File: src/rtl/mips_multicycle_control.sv
// Multi-cycle MIPS control FSM: owns the IR and sequences FETCH/DECODE/EXEC/MEM/WB over a waitrequest bus.
// Optional bus-stall watchdog enabled by defining MIPS_CTRL_TIMEOUT_EN (adds parameter TIMEOUT_CYCLES).
module mips_multicycle_control #(
  parameter int unsigned ALU_OP_WIDTH = 4
`ifdef MIPS_CTRL_TIMEOUT_EN
  ,
  parameter int unsigned TIMEOUT_CYCLES = 1024
`endif
) (
  input  logic                    clk,
  input  logic                    reset_n,
  input  logic                    waitrequest,
  input  logic [31:0]             readdata,
  input  logic                    alu_zero,
  input  logic                    pc_is_zero,
  output logic                    mem_read,
  output logic                    mem_write,
  output logic                    iord,
  output logic                    ir_write,
  output logic                    pc_write,
  output logic                    reg_write,
  output logic [1:0]              pc_src,
  output logic [1:0]              alu_src_b,
  output logic [ALU_OP_WIDTH-1:0] alu_op,
  output logic                    reg_dst,
  output logic                    mem_to_reg,
  output logic [31:0]             instr,
  output logic                    active,
  output logic                    fault,
  output logic [2:0]              state
);

  localparam logic [2:0] FETCH  = 3'd0;
  localparam logic [2:0] DECODE = 3'd1;
  localparam logic [2:0] EXEC   = 3'd2;
  localparam logic [2:0] MEM    = 3'd3;
  localparam logic [2:0] WB     = 3'd4;
  localparam logic [2:0] HALT   = 3'd5;
  localparam logic [2:0] FAULT  = 3'd6;

  localparam logic [2:0] K_ILL = 3'd0;
  localparam logic [2:0] K_ALU = 3'd1;
  localparam logic [2:0] K_LW  = 3'd2;
  localparam logic [2:0] K_SW  = 3'd3;
  localparam logic [2:0] K_BEQ = 3'd4;
  localparam logic [2:0] K_BNE = 3'd5;
  localparam logic [2:0] K_J   = 3'd6;
  localparam logic [2:0] K_JR  = 3'd7;

  localparam logic [ALU_OP_WIDTH-1:0] ALU_ADD  = ALU_OP_WIDTH'(0);
  localparam logic [ALU_OP_WIDTH-1:0] ALU_SUB  = ALU_OP_WIDTH'(1);
  localparam logic [ALU_OP_WIDTH-1:0] ALU_AND  = ALU_OP_WIDTH'(2);
  localparam logic [ALU_OP_WIDTH-1:0] ALU_OR   = ALU_OP_WIDTH'(3);
  localparam logic [ALU_OP_WIDTH-1:0] ALU_XOR  = ALU_OP_WIDTH'(4);
  localparam logic [ALU_OP_WIDTH-1:0] ALU_SLTU = ALU_OP_WIDTH'(5);
  localparam logic [ALU_OP_WIDTH-1:0] ALU_LUI  = ALU_OP_WIDTH'(6);

  localparam logic [1:0] SRC_B_RT   = 2'd0;
  localparam logic [1:0] SRC_B_SEXT = 2'd1;
  localparam logic [1:0] SRC_B_ZEXT = 2'd2;

  localparam logic [1:0] PC_SRC_INC    = 2'd0;
  localparam logic [1:0] PC_SRC_BRANCH = 2'd1;
  localparam logic [1:0] PC_SRC_JUMP   = 2'd2;
  localparam logic [1:0] PC_SRC_RS     = 2'd3;

  logic [2:0]              state_q, state_d;
  logic [31:0]             instr_q, instr_d;
  logic [5:0]              opcode;
  logic [5:0]              funct;
  logic [2:0]              kind_c;
  logic [ALU_OP_WIDTH-1:0] dec_alu_op_c;
  logic [1:0]              dec_src_b_c;
  logic                    dec_reg_dst_c;
  logic                    timeout_c;

  assign opcode = instr_q[31:26];
  assign funct  = instr_q[5:0];
  assign instr  = instr_q;
  assign state  = state_q;

  // Instruction class and ALU controls; unknown encodings fall through as K_ILL.
  always_comb begin : decode
    kind_c        = K_ILL;
    dec_alu_op_c  = ALU_ADD;
    dec_src_b_c   = SRC_B_RT;
    dec_reg_dst_c = 1'b0;
    case (opcode)
      6'h00: begin
        kind_c        = K_ALU;
        dec_reg_dst_c = 1'b1;
        case (funct)
          6'h21: dec_alu_op_c = ALU_ADD;
          6'h23: dec_alu_op_c = ALU_SUB;
          6'h24: dec_alu_op_c = ALU_AND;
          6'h25: dec_alu_op_c = ALU_OR;
          6'h26: dec_alu_op_c = ALU_XOR;
          6'h2B: dec_alu_op_c = ALU_SLTU;
          6'h08: begin
            kind_c        = K_JR;
            dec_reg_dst_c = 1'b0;
          end
          default: begin
            kind_c        = K_ILL;
            dec_reg_dst_c = 1'b0;
          end
        endcase
      end
      6'h02: kind_c = K_J;
      6'h04: begin
        kind_c       = K_BEQ;
        dec_alu_op_c = ALU_SUB;
      end
      6'h05: begin
        kind_c       = K_BNE;
        dec_alu_op_c = ALU_SUB;
      end
      6'h09: begin
        kind_c      = K_ALU;
        dec_src_b_c = SRC_B_SEXT;
      end
      6'h0C: begin
        kind_c       = K_ALU;
        dec_alu_op_c = ALU_AND;
        dec_src_b_c  = SRC_B_ZEXT;
      end
      6'h0D: begin
        kind_c       = K_ALU;
        dec_alu_op_c = ALU_OR;
        dec_src_b_c  = SRC_B_ZEXT;
      end
      6'h0E: begin
        kind_c       = K_ALU;
        dec_alu_op_c = ALU_XOR;
        dec_src_b_c  = SRC_B_ZEXT;
      end
      6'h0F: begin
        kind_c       = K_ALU;
        dec_alu_op_c = ALU_LUI;
        dec_src_b_c  = SRC_B_ZEXT;
      end
      6'h23: begin
        kind_c      = K_LW;
        dec_src_b_c = SRC_B_SEXT;
      end
      6'h2B: begin
        kind_c      = K_SW;
        dec_src_b_c = SRC_B_SEXT;
      end
      default: kind_c = K_ILL;
    endcase
  end

`ifdef MIPS_CTRL_TIMEOUT_EN
  localparam int unsigned CntW = $clog2(TIMEOUT_CYCLES + 1);

  logic [CntW-1:0] stall_cnt_q, stall_cnt_d;
  logic            bus_stall_c;

  // Consecutive stalled bus cycles; the TIMEOUT_CYCLES-th one forces FAULT at its closing edge.
  assign bus_stall_c = waitrequest &&
                       (((state_q == FETCH) && !pc_is_zero) || (state_q == MEM));
  assign timeout_c   = bus_stall_c && (stall_cnt_q == CntW'(TIMEOUT_CYCLES - 1));
  assign stall_cnt_d = bus_stall_c ? stall_cnt_q + CntW'(1) : '0;

  always_ff @(posedge clk or negedge reset_n) begin
    if (!reset_n) stall_cnt_q <= '0;
    else          stall_cnt_q <= stall_cnt_d;
  end
`else
  assign timeout_c = 1'b0;
`endif

  // Next state and control strobes; all strobes are forced low while reset_n is asserted.
  always_comb begin : fsm_comb
    state_d    = state_q;
    instr_d    = instr_q;
    mem_read   = 1'b0;
    mem_write  = 1'b0;
    iord       = 1'b0;
    ir_write   = 1'b0;
    pc_write   = 1'b0;
    reg_write  = 1'b0;
    pc_src     = PC_SRC_INC;
    alu_src_b  = SRC_B_RT;
    alu_op     = ALU_ADD;
    reg_dst    = 1'b0;
    mem_to_reg = 1'b0;
    active     = (state_q != HALT) && (state_q != FAULT);
    fault      = (state_q == FAULT);
    case (state_q)
      FETCH: begin
        if (pc_is_zero) begin
          state_d = HALT;
        end else begin
          mem_read = 1'b1;
          ir_write = !waitrequest;
          pc_write = !waitrequest;
          if (!waitrequest) begin
            instr_d = readdata;
            state_d = DECODE;
          end else if (timeout_c) begin
            state_d = FAULT;
          end
        end
      end
      DECODE: state_d = (kind_c == K_ILL) ? FAULT : EXEC;
      EXEC: begin
        alu_op    = dec_alu_op_c;
        alu_src_b = dec_src_b_c;
        reg_dst   = dec_reg_dst_c;
        case (kind_c)
          K_ALU:      state_d = WB;
          K_LW, K_SW: state_d = MEM;
          K_BEQ: begin
            pc_write = alu_zero;
            pc_src   = PC_SRC_BRANCH;
            state_d  = FETCH;
          end
          K_BNE: begin
            pc_write = !alu_zero;
            pc_src   = PC_SRC_BRANCH;
            state_d  = FETCH;
          end
          K_J: begin
            pc_write = 1'b1;
            pc_src   = PC_SRC_JUMP;
            state_d  = FETCH;
          end
          K_JR: begin
            pc_write = 1'b1;
            pc_src   = PC_SRC_RS;
            state_d  = FETCH;
          end
          default: state_d = FAULT;
        endcase
      end
      MEM: begin
        iord      = 1'b1;
        mem_read  = (kind_c == K_LW);
        mem_write = (kind_c == K_SW);
        if (!waitrequest)   state_d = (kind_c == K_LW) ? WB : FETCH;
        else if (timeout_c) state_d = FAULT;
      end
      WB: begin
        reg_write  = 1'b1;
        reg_dst    = dec_reg_dst_c;
        mem_to_reg = (kind_c == K_LW);
        state_d    = FETCH;
      end
      default: state_d = state_q;
    endcase
    if (!reset_n) begin
      mem_read  = 1'b0;
      mem_write = 1'b0;
      ir_write  = 1'b0;
      pc_write  = 1'b0;
      reg_write = 1'b0;
    end
  end

  always_ff @(posedge clk or negedge reset_n) begin
    if (!reset_n) begin
      state_q <= FETCH;
      instr_q <= '0;
    end else begin
      state_q <= state_d;
      instr_q <= instr_d;
    end
  end

endmodule

File: config.mk
export PLATFORM = sky130hd
export DESIGN_NAME = mips_multicycle_control
export DESIGN_NICKNAME = d
export VERILOG_FILES = /design/src/rtl/mips_multicycle_control.sv
export SDC_FILE = /design/constraint.sdc
export NUM_CORES = 1
export LEC_CHECK = 0
export BUFFER_PORTS_ARGS = -buffer_cell sky130_fd_sc_hd__buf_2
export CAP_MARGIN = 10
export CORE_AREA = 3 3 67 69
export CTS_CLUSTER_DIAMETER = 100
export DETAILED_ROUTE_END_ITERATION = 12
export DIE_AREA = 0 0 70 72
export MAX_ROUTING_LAYER = met4
export PLACE_DENSITY = 0.83
export REMOVE_ABC_BUFFERS = 1
export SYNTH_ARGS = -nofsm -noshare
export SYNTH_HDL_FRONTEND = slang
export SYNTH_SLANG_ARGS = --single-unit
File: constraint.sdc
create_clock -name clk -period 5.43 [get_ports clk]
set_input_delay 0.543 -clock clk [delete_from_list [all_inputs] [get_ports clk]]
set_output_delay 0.543 -clock clk [all_outputs]
set_load 0.02 [all_outputs]
==> results list <==
* Ratio of cells with drive above 1 in the final layout: 0.486
- Dividing the detail-routed wire length by the instance count gives 14.5 um.
- Slowest cell on the critical path: sky130_fd_sc_hd__dfrtp_1
* Floorplan Core Area: 0.00397 sq mm
- Global routing finished with a remaining overflow of 0.
- Of the post-synthesis cell area, the dominant cell type holds 0.442.
- Counting instances in the post-synthesis netlist gives the leading cell types as 35 x sky130_fd_sc_hd__dfrtp_1, 29 x sky130_fd_sc_hd__mux2_2, 17 x sky130_fd_sc_hd__nor2_1, 11 x sky130_fd_sc_hd__nand2_1, 10 x sky130_fd_sc_hd__o21ai_0.
* Overall track demand over capacity in global routing: 0.207
* Die area: 0.00504 sq mm
* Via count normalized by instance count: 5.51
- Clock H-tree levels: 2
- Most frequently used cell type in the post-synthesis netlist: sky130_fd_sc_hd__dfrtp_1
- Number of remaining DRC errors: 0
- Slew headroom: 0.664
* Count of warnings emitted by yosys: 0
- The worst register-to-register path begins at state[1].
- After the last flow step, the layout net total stands at around 310.
* Hold violation total from the final report: 0
- Number of CTS-inserted buffers: 5
- Clock network latency to the later pin of the worst-skew pair: 0.29 ns
- Entering global routing, the biggest net connects 40 pins.
- Die width: 70 um
- Summing all multi-input logic gate instances after layout gives 0.00103 sq mm.
- Setup violations remaining at the end of the flow were counted as 0.
- Setup slack on the worst flop-to-flop path: approximately 3.5 ns
- The biggest area contributor in the post-synthesis netlist is sky130_fd_sc_hd__dfrtp_1.
- Depth of the worst register-to-register path: 4
* Hold-fix buffers at CTS: 0
- Drt initial violations: 76
- Global placer's final weighted congestion: 0.854
* Initial Util: 0.498
- Post-Syn Area per Cell: 10.3 sq um
- Total vias in the final route: roughly 1800
- Largest buffer count on any clock path: 2
* EDFF count, synth: 0
- Clock transition at the registers of the reported paths: 0.07 ns
- Biggest area contributors in the synthesized netlist: sky130_fd_sc_hd__dfrtp_1 44%, sky130_fd_sc_hd__mux2_2 16%, sky130_fd_sc_hd__nor2_1 3.2%
- Slowest stage delay, CP: between 0.5 and 0.6 ns
- Detailed placement finished with a half-perimeter wire length of ~3.5 mm.
* Final-report max-slew violation count: 0
- The number of gates resized after CTS was 0.
- Post-synthesis instance area: between 0.0015 and 0.002 sq mm
- The initial antenna violation count was 0.
- Before antenna repair, the detailed router went through 4 iterations.
* Worst path cell trace: or2_1 -> nor4_2 -> buf_4 -> nor2_1 -> and4b_4 -> a211oi_2 -> buf_2
- End of the worst register-to-register path: instr[21]
- Setup repair after global routing left no endpoint under its margin.
- The netlist uses 50 different library cells.
- Clock root buffer master: sky130_fd_sc_hd__clkbuf_8
- Period utilization: 0.542
* Diode count: 0
* Vias in the first global route: 1775
- The sequential cells in the finished layout cover a total of about 900 sq um.
- Once detail routing completed, the nets flagged for antenna violations numbered 0.
- In this run the vertical extent of the chip is 72 um.
* Maximum clock frequency: 340 MHz
- Final design instance area without fill: 0.00254 sq mm
- The worst setup path is launched from a flip-flop.
- Worst clock skew on the final layout: 0.00694 ns
- Data arrival time of the critical path: 2.40 ns
* Post-Place Cell Area: 0.00244 sq mm
- Across all setup checks in the final design, the least slack found is 2.49 ns.
* Synthesis-to-finish area growth: 28.3%
- The share of the Yosys chip area taken by registers is 0.442.
- The final layout contains routed wiring with a total length of 4.77 mm.
* Global-route wire length before repair: 8.17 mm
- For this design, the sink count on the clock tree is 35.
- Worst-path maximum fanout: 39
* Share of the core filled with cells: 0.639
- After routing, the total negative slack on setup checks comes to 0 ns.
- Across the run, the number of max-cap violations was 0.
- The worst path in the final design needs a cycle of 2.94 ns, including I/O delays and setup.
- Register bit count reported by yosys: 35
* Transition time at the pin with the least slew margin: 0.491 ns
* Maximum resistive drop on vdd: 0.353 mV
* Clock tree from TritonCTS: yes
* Std cell rows: 23
* Total power consumption of the routed design: 1.54 mW
- Crit path capture type: primary output
* Pleak: 1.22 nW
* FFs w/ async S/R, synth: 1.00
* Power density over the cells: 606 mW/mm^2
* Number of cells produced by synthesis: 193
* Number of fillers in the final layout: 325
* Input/output buffers: between 80 and 90
- Num ports: 90
* Status: completed
- Critical path class: flip-flop to primary output
- The most used flip-flop cell after synthesis is sky130_fd_sc_hd__dfrtp_1.
* Critical path required time: 4.89 ns
- Post-CTS setup buffers: 0
- OpenSTA, run right after detailed placement, puts the worst setup slack at ~2.8 ns.
- The path class of the tightest hold or removal check is input pin to asynchronous set/reset pin.
[state kept, by name, summed over array words and instances (netlist names)]
signal	cells
instr	32
state	3
[through the flow]
stage          instances  hold slack, ns
6_report             328           0.121
5_1_grt              328           0.128
4_1_cts              328           0.123
3_5_place_dp         320           0.431
3_3_place_gp         320           0.429
2_1_floorplan        180           0.247
[report_power, final]
group          total, mW  switching (mW)  internal, mW
logic              0.763           0.433         0.330
clock network      0.207          0.0913         0.116
registers          0.568           0.177         0.391
[routing by layer]
metal	GRT usage	vias to the layer above	share of wire
met2	0.336	76	0.46
met5	-	-	0
li1	-	871	-
met4	0.0574	0	0.012
met1	0.252	853	0.44
met3	0.0651	7	0.095
[logic make-up after synthesis]
| group | Yosys count | synth area share |
|---|---|---|
| DFF | 35 | 0.442 |
| xor gates and xnor gates | 2 | 0.00885 |
| other | 1 | 0.00189 |
| AOI/OAI and AO/OA | 39 | 0.133 |
| buffers and inverters | 18 | 0.0424 |
| muxes | 29 | 0.165 |
| and+or+nand+nor | 69 | 0.206 |
[placed cells by master (no fill, tap or decap), drive strengths merged, types with 2 or more instances in the layout]
cell type / synthesis / final
clkbuf: 6 / 8
and4b: 2 / 2
o21ai: 12 / 12
inv: 5 / 5
buf: 7 / 90
o31ai: 2 / 2
a2111oi: 2 / 2
nand3: 2 / 2
and3b: 3 / 3
a31oi: 4 / 4
and2: 3 / 3
or3: 4 / 4
nor3: 3 / 3
nand4b: 2 / 2
mux2: 29 / 29
nand2b: 4 / 4
nor2: 17 / 17
dfrtp: 35 / 35
nor4: 3 / 3
nor3b: 3 / 3
nor2b: 3 / 3
nand2: 11 / 11
and3: 4 / 4
a21oi: 9 / 9
[worst max-delay path, delay by kind of cell (launching register included)]
family | cells | cell delay [ns]
and+or+nand+nor | 4 | 0.77
buffers and inverters | 2 | 0.62
AOI/OAI and AO/OA | 1 | 0.17
DFF | 1 | 0.55
[worst max-delay path by stage]
stage | start | end | slack (ns) | cells after the start
after floorplan | state[1] | pc_write | -0.20 | 4
after global placement | state[1] | pc_write | 2.81 | 7
after detailed placement | state[1] | pc_write | 2.78 | 7
after CTS | state[1] | pc_write | 2.47 | 7
after global routing | state[1] | pc_write | 2.31 | 7
final | state[1] | pc_write | 2.49 | 7
[area by class of cell]
class / instances / share of cell area
sequential: 35 / 0.345
multi-input combinational: 140 / 0.404
clock buffer: 8 / 0.0394
tap: 50 / 0.0246
timing repair buffer: 90 / 0.179
inverter: 5 / 0.00739
No activity file was read; power rests on OpenSTA's default activity.
